==> src/rtl/clk_switch_pkg.sv <==
// ============================================================================
// Module      : clk_switch_pkg
// Description : Shared FSM state type, clock source encodings and helpers for
//               the clock-switch controller.
// Revision    : 1.0 - initial release
// ============================================================================
`default_nettype none

package clk_switch_pkg;

  typedef enum logic [2:0] {
    ST_INIT     = 3'd0,
    ST_IDLE     = 3'd1,
    ST_WAIT_OFF = 3'd2,
    ST_WAIT_ON  = 3'd3,
    ST_ERR      = 3'd4
  } clk_sw_state_t;

  localparam logic SRC_CLK0 = 1'b0;
  localparam logic SRC_CLK1 = 1'b1;

  // Synced gate-enable of the given source.
  function automatic logic pick_en(input logic src, input logic en0, input logic en1);
    return (src == SRC_CLK1) ? en1 : en0;
  endfunction

endpackage

`default_nettype wire

==> src/rtl/sync_ff_chain.sv <==
// ============================================================================
// Module      : sync_ff_chain
// Description : Single-bit multi-flop synchronizer, async active-high reset.
// Revision    : 1.0 - initial release
// ============================================================================
`default_nettype none

module sync_ff_chain #(
  parameter int STAGES = 2
) (
  input  logic clk,
  input  logic rst,
  input  logic d,
  output logic q
);

  logic [STAGES-1:0] chain_q;
  logic [STAGES-1:0] chain_d;

  always_comb begin
    chain_d = {chain_q[STAGES-2:0], d};
  end

  always_ff @(posedge clk or posedge rst) begin
    if (rst) begin
      chain_q <= '0;
    end else begin
      chain_q <= chain_d;
    end
  end

  assign q = chain_q[STAGES-1];

endmodule

`default_nettype wire

==> src/rtl/clk_switch_ctrl.sv <==
// ============================================================================
// Module      : clk_switch_ctrl
// Description : Handshake controller for a glitch-free clock mux; confirms
//               each switch via synchronized branch enables. Optional wait
//               timeout enabled by defining CLK_SWITCH_TIMEOUT_EN.
// Revision    : 1.0 - initial release
// ============================================================================
`default_nettype none

module clk_switch_ctrl
  import clk_switch_pkg::*;
#(
  parameter int SYNC_STAGES = 2,
  parameter int TIMEOUT_CYC = 1024
) (
  input  logic clk,
  input  logic rst,
  input  logic req_valid,
  input  logic req_sel,
  output logic req_ready,
  output logic sel,
  input  logic en0_async,
  input  logic en1_async,
  output logic cur_sel,
  output logic busy,
  output logic done,
  output logic err,
  output logic err_sticky,
  input  logic err_clr
);

  if (SYNC_STAGES < 2 || SYNC_STAGES > 4 || TIMEOUT_CYC < 1) begin : g_param_check
    $error("clk_switch_ctrl: parameter out of range");
  end

  logic en0_s;
  logic en1_s;

  sync_ff_chain #(.STAGES(SYNC_STAGES)) u_sync_en0 (
    .clk (clk),
    .rst (rst),
    .d   (en0_async),
    .q   (en0_s)
  );

  sync_ff_chain #(.STAGES(SYNC_STAGES)) u_sync_en1 (
    .clk (clk),
    .rst (rst),
    .d   (en1_async),
    .q   (en1_s)
  );

  clk_sw_state_t state_q, state_d;
  logic          sel_q, sel_d;
  logic          cur_sel_q, cur_sel_d;
  logic          done_q, done_d;
  logic          err_q, err_d;
  logic          err_sticky_q, err_sticky_d;

  logic overlap;
  logic old_en;
  logic new_en;
  logic exit_cond;
  logic timeout_hit;

  assign overlap = en0_s & en1_s;
  assign old_en  = pick_en(cur_sel_q, en0_s, en1_s);
  assign new_en  = pick_en(sel_q, en0_s, en1_s);

  always_comb begin
    exit_cond = 1'b0;
    case (state_q)
      ST_INIT:     exit_cond = en0_s;
      ST_WAIT_OFF: exit_cond = !old_en;
      ST_WAIT_ON:  exit_cond = new_en;
      default:     exit_cond = 1'b0;
    endcase
  end

`ifdef CLK_SWITCH_TIMEOUT_EN
  localparam int              CNT_W    = $clog2(TIMEOUT_CYC + 1);
  localparam logic [CNT_W-1:0] CNT_LOAD = CNT_W'(TIMEOUT_CYC);
  localparam logic [CNT_W-1:0] CNT_ONE  = CNT_W'(1);

  logic [CNT_W-1:0] cnt_q, cnt_d;
  logic             wait_next;

  assign wait_next   = (state_d == ST_INIT) || (state_d == ST_WAIT_OFF) || (state_d == ST_WAIT_ON);
  assign timeout_hit = ((state_q == ST_INIT) || (state_q == ST_WAIT_OFF) || (state_q == ST_WAIT_ON))
                       && !exit_cond && (cnt_q == CNT_ONE);

  // A zero count while waiting only occurs right after reset; treat it as entry.
  always_comb begin
    cnt_d = cnt_q;
    if (wait_next) begin
      if ((state_d != state_q) || (cnt_q == '0)) begin
        cnt_d = CNT_LOAD;
      end else begin
        cnt_d = cnt_q - CNT_ONE;
      end
    end
  end

  always_ff @(posedge clk or posedge rst) begin
    if (rst) begin
      cnt_q <= '0;
    end else begin
      cnt_q <= cnt_d;
    end
  end
`else
  assign timeout_hit = 1'b0;
`endif

  // State register
  always_ff @(posedge clk or posedge rst) begin
    if (rst) begin
      state_q      <= ST_INIT;
      sel_q        <= SRC_CLK0;
      cur_sel_q    <= SRC_CLK0;
      done_q       <= 1'b0;
      err_q        <= 1'b0;
      err_sticky_q <= 1'b0;
    end else begin
      state_q      <= state_d;
      sel_q        <= sel_d;
      cur_sel_q    <= cur_sel_d;
      done_q       <= done_d;
      err_q        <= err_d;
      err_sticky_q <= err_sticky_d;
    end
  end

  // Next-state logic
  always_comb begin
    state_d   = state_q;
    sel_d     = sel_q;
    cur_sel_d = cur_sel_q;
    done_d    = 1'b0;

    case (state_q)
      ST_INIT: begin
        sel_d = SRC_CLK0;
        if (exit_cond) state_d = ST_IDLE;
      end
      ST_IDLE: begin
        if (req_valid) begin
          if (req_sel == cur_sel_q) begin
            done_d = 1'b1;
          end else begin
            sel_d   = req_sel;
            state_d = ST_WAIT_OFF;
          end
        end
      end
      ST_WAIT_OFF: begin
        if (exit_cond) state_d = ST_WAIT_ON;
      end
      ST_WAIT_ON: begin
        if (exit_cond) begin
          cur_sel_d = sel_q;
          done_d    = 1'b1;
          state_d   = ST_IDLE;
        end
      end
      ST_ERR: begin
        sel_d = cur_sel_q;
        if (err_clr) state_d = ST_IDLE;
      end
      default: begin
        state_d = ST_INIT;
      end
    endcase

    // Overlap beats everything, including an err_clr in ERR.
    if (overlap || timeout_hit) begin
      state_d   = ST_ERR;
      sel_d     = cur_sel_q;
      cur_sel_d = cur_sel_q;
      done_d    = 1'b0;
    end

    err_d        = (state_d == ST_ERR) && (state_q != ST_ERR);
    err_sticky_d = err_clr ? 1'b0 : err_sticky_q;
    if (state_d == ST_ERR) err_sticky_d = 1'b1;
  end

  // Output logic
  always_comb begin
    req_ready = (state_q == ST_IDLE);
    busy      = (state_q != ST_IDLE);
  end

  assign sel        = sel_q;
  assign cur_sel    = cur_sel_q;
  assign done       = done_q;
  assign err        = err_q;
  assign err_sticky = err_sticky_q;

endmodule

`default_nettype wire

==> config.mk <==
export PLATFORM = sky130hd
export DESIGN_NAME = clk_switch_ctrl
export DESIGN_NICKNAME = d
export VERILOG_FILES = /design/src/rtl/clk_switch_pkg.sv /design/src/rtl/sync_ff_chain.sv /design/src/rtl/clk_switch_ctrl.sv
export SDC_FILE = /design/constraint.sdc
export NUM_CORES = 1
export LEC_CHECK = 0
export CORE_AREA = 2 2 39 41
export DETAILED_ROUTE_END_ITERATION = 16
export DIE_AREA = 0 0 41 43
export PLACE_DENSITY_LB_ADDON = 0.12
export SETUP_SLACK_MARGIN = 0.02
export SLEW_MARGIN = 15
export SYNTH_ARGS = -nofsm -noshare
export SYNTH_HDL_FRONTEND = slang
export SYNTH_HIERARCHICAL = 1
export SYNTH_SLANG_ARGS = --single-unit
==> constraint.sdc <==
create_clock -name clk -period 3.3 [get_ports clk]
set_clock_uncertainty 0.05 [all_clocks]
set_input_delay 0.825 -clock clk [delete_from_list [all_inputs] [get_ports clk]]
set_output_delay 0.825 -clock clk [all_outputs]
set_load 0.01 [all_outputs]
## Word level (Yosys, flattened, before mapping)

Index checks and enable logic that the tools add are counted.

- Eq/ne operators: 10
- Muxes and demuxes: 21
- Bitwise operators: 2
- Reductions and logical operators: 8

Operators by type and width:

| kind | number |
|---|---|
| $mux 3 | 6 |
| $pmux 3 s4 | 1 |
| $mux 1 | 11 |
| $eq 3x2->1 const B | 2 |
| $eq 3x3->1 const B | 2 |
| $ne 3x3->1 const B | 2 |
| $pmux 1 s3 | 2 |
| $reduce_and 3->1 | 2 |
| $reduce_bool 4->1 | 1 |
| $eq 3x1->1 const B | 1 |
| $logic_not 3->1 | 1 |
| $ne 3x1->1 const B | 1 |
| $ne 3x2->1 const B | 1 |
| $pmux 1 s2 | 1 |
| $reduce_bool 2->1 | 1 |
| $reduce_or 2->1 | 1 |
| $and 1x1->1 | 1 |
| $eq 1x1->1 | 1 |
| $logic_and 1x1->1 | 1 |
| $logic_not 1->1 | 1 |
| $not 1->1 | 1 |

- Flip-flop bits (word level): 12
- Input port bits: 7
- Output and inout bits: 7
- Word-level logic and storage cells: 49

## Logic depth before layout (Yosys ltp)

- Word-level depth: 8
- Gate-level depth with buffers: 3
- Mapped depth without buffers: 3

## Modules after synthesis

The synthesis kept the hierarchy.

By module, submodules not included:

| module | instances | cells each | area an instance (µm²) | sequential area each (µm²) |
|---|---|---|---|---|
| clk_switch_ctrl | 1 | 47 | 465.4 | 200.2 |
| sync_ff_chain | 2 | 3 | 53.8 | 50.0 |

## Worst setup path before layout

No wires, ideal clock.

- Kind: reg-to-output
- Start: register state_q[2]
- End: output busy
- Arrival: 0.902 ns
- Data required time: 2.425 ns
- Slack: 1.523 ns
- Stages on the path, launching flop included: 3
- Buffers on the path: 0
- Path through: dfrtp_1 nor3b_4 inv_1

- Cells in the longest elaborated chain, start to end: 1

RTL lines:

| what | line | source |
|---|---|---|
| from (decl) | clk_switch_ctrl.sv:53 | `clk_sw_state_t state_q, state_d;` |
| from (signal assigned) | clk_switch_ctrl.sv:125 | `state_q <= state_d;` |
| $ne 3x1->1 | clk_switch_ctrl.sv:191 | `busy = (state_q != ST_IDLE);` |
| to (decl) | clk_switch_ctrl.sv:25 | `output logic busy,` |

Every way passes these cells.

## Worst setup path in the final report

- Start: register state_q[0]
- End: output req_ready

- Cells in the longest elaborated chain, start to end: 1

RTL lines:

| what | line | source |
|---|---|---|
| $eq 3x1->1 | clk_switch_ctrl.sv:190 | `req_ready = (state_q == ST_IDLE);` |
| to (decl) | clk_switch_ctrl.sv:20 | `output logic req_ready,` |

Every way passes these cells.

==> flow_summary.toml <==
[detailed_routing]
route.detailed.drc = 0
wl_um = 1040
ant_nets = 0
drt-wirelength-per-cell_um = 12.1
dr_total_vias = 453
avgViaCountPerCell = 5.27
drtIter0Drc = 4
dr.pass1.iters = 4

[global_routing]
antenna_found_initial = 0
grt_pass1_vias = 421
grt_max_degree = 9
grt-ovfl-total = 0
grt_pass1_wl_um = 1860
grt_usage_pct = 16.5
grt.met3_usage_pct = 4.71
met1_usage_pct = 21.6
grt_use_met2_pct = 22.2
busiest_layer = "met2"

[die]
fp.dieW_um = 41
initial_utilization_pct = 41.4
boundaryPins = 14
fp.dieH_um = 43
coreArea_um2 = 1380
dieArea_um2 = 1760
row_count = 14

[setup_path]
worstSetupStartpointType = "flip-flop"
cpMaxStageDelayCell = "clkdlybuf4s50_1"
slowest_delay_ps = 600
worstPathArrival_ps = 1700
cp-end-kind = "output pin"
crit_required_ps = 2420
crit_fanout = 8
crit_chain = "nor3b_4 -> clkdlybuf4s50_1"
critPathKind = "flip-flop to output pin"

[cells_and_area]
nNetsFinal = 78
final_cells = 86
drive_gt1_share_pct = 10.0
synthToLayoutAreaGrowth_pct = 32.5
final_common_cell = "clkdlybuf4s50_1"
antenna_cells = 0
fin_util_pct = 54.9
final_cell_mix = "clkdlybuf4s50_1, dfrtp_1, inv_1, o21ai_0"
fin_area_um2 = 759

[yosys]
ys_seq_elements = 12
synth_nets = 60
synth_area_per_cell_um2 = 10.8
yosysUniqueCellTypes = 23
synth_top_cell_by_area = "dfrtp_1"
synthTopCellsByArea = "dfrtp_1, o21ai_0, mux2i_1"
synth_warnings = 6
synthDominantCellAreaShare_pct = 52.4
ys_seq_area_share_pct = 52.4
syn_inst = 53
netlist_area_um2 = 573

[power]
powerDensity_nw_per_um2 = 604
leakage_nw = 0.347
ir_worst_vdd_mv = 0.338

[clock_tree]
hold_buffers = 0
insertion_delay_ps = 260
htree_num_levels = 1
clock_sinks = 12
clkTransAtPathRegs_ps = 70
cts_tree = "yes"
cts_root_buf = "clkbuf_4"
cts_inserted_buffers = 3
ctsResizeCount = 0
postCtsSetupBuffers = 0
cts_max_path_buffers = 2

[place]
placed_area_um2 = 723
place_congestion = 0.732
pre_cts_slack_ps = 1020
io_buffer_count = 13
dp_hpwl_um = 801
dp_cells = 82

[timing]
setup-tns-final_ps = 0
fin_crit_sh_pct = 78.1
min_period_ps = 2580
worst_slew_pin_slew_ps = 409
clock.fmax_mhz = 388
setup_slack_ps = 723
relSlewSlack_pct = 72.7
rsz0062_at_grt = "false"
slew_viol_final = 0
setup_viol = 0
finalHoldViolations = 0

[outcome]
status = "completed"

[flow_run]
cap_violations = 0

[min_path]
min_path_type = "flip-flop to flip-flop"
[sequential cells by signal (all words and copies together) (netlist names)]
name                flops
u_sync_en1/chain_q      2
state_q                 3
done                    1
err_sticky              1
u_sync_en0/chain_q      2
cur_sel                 1
sel                     1
err                     1
[critical path, delay by kind of cell, from the launching register on]
family / cells / cell delay, ps
buf+inv: 1 / 600
flops: 1 / 470
simple gates: 1 / 370
[where the power goes]
| part | internal [mW] | switching, mW |
|---|---|---|
| logic | 0.0814 | 0.0630 |
| registers | 0.169 | 0.0334 |
| clock network | 0.0669 | 0.0448 |
| total | 0.317 | 0.141 |
[metrics by stage]
stage / power (mW) / hold slack (ps)
CTS: 0.465 / 308
global route: 0.497 / 314
finish: 0.459 / 303
global placement: 0.351 / 282
floorplan: 0.283 / 281
detailed placement: 0.349 / 291
[kinds of logic (layout without fill, tap and decap cells)]
kind of cell              Yosys count  after routing  synth area share (%)
xor gates and xnor gates            1              1                  1.53
and+or+nand+nor                    16             16                  17.0
DFF                                12             12                  52.4
AOI/OAI and AO/OA                  15             15                  17.7
muxes                               4              4                  8.08
buffers and inverters               5             22                  3.28
[synth_stat cells]
cell type,count
a211o_1,1
mux2_4,1
a311oi_1,1
dfrtp_1,12
nor3b_4,1
o21ai_0,5
mux2_1,1
and3b_1,1
and2_2,1
a21oi_1,1
xor2_1,1
and2b_1,1
nand3_1,2
a31o_1,2
o21ai_1,1
nand2_1,4
nor3b_1,2
a31oi_1,2
mux2i_1,2
inv_1,5
o2bb2ai_1,1
o211a_1,1
nor2_1,4
[worst paths after layout]
check	startpoint	to	slack, ps	depth (start not counted)
worst min register to register	u_sync_en0/chain_q[0]$_DFF_PP0_	u_sync_en0/chain_q[1]$_DFF_PP0_	300	0
max in group asynchronous	rst	sel$_DFFE_PP0P_	2150	2
worst max-delay path	state_q[0]$_DFF_PP0_	req_ready	720	2
min in group asynchronous	rst	u_sync_en1/chain_q[0]$_DFF_PP0_	710	2
worst max register to register	state_q[2]$_DFF_PP0_	cur_sel$_DFFE_PP0P_	1910	3
worst min-delay path	u_sync_en0/chain_q[0]$_DFF_PP0_	u_sync_en0/chain_q[1]$_DFF_PP0_	300	0
[cell type report]
class | count | area, um2
fillers | 119 | 624
well taps | 16 | 20.0
multi-input cells | 36 | 254
repair buffers | 13 | 130
clock buffers | 4 | 36.3
flip-flops and latches | 12 | 300
inverters | 5 | 18.8
[per-layer routing]
metal  part of all wire [%]  vias up
met4                    1.8        0
met2                     44       11
met5                      0        -
met3                    5.2        2
met1                     49      213
li1                       -      227
Note: power is estimated with default switching activity, not from simulation.
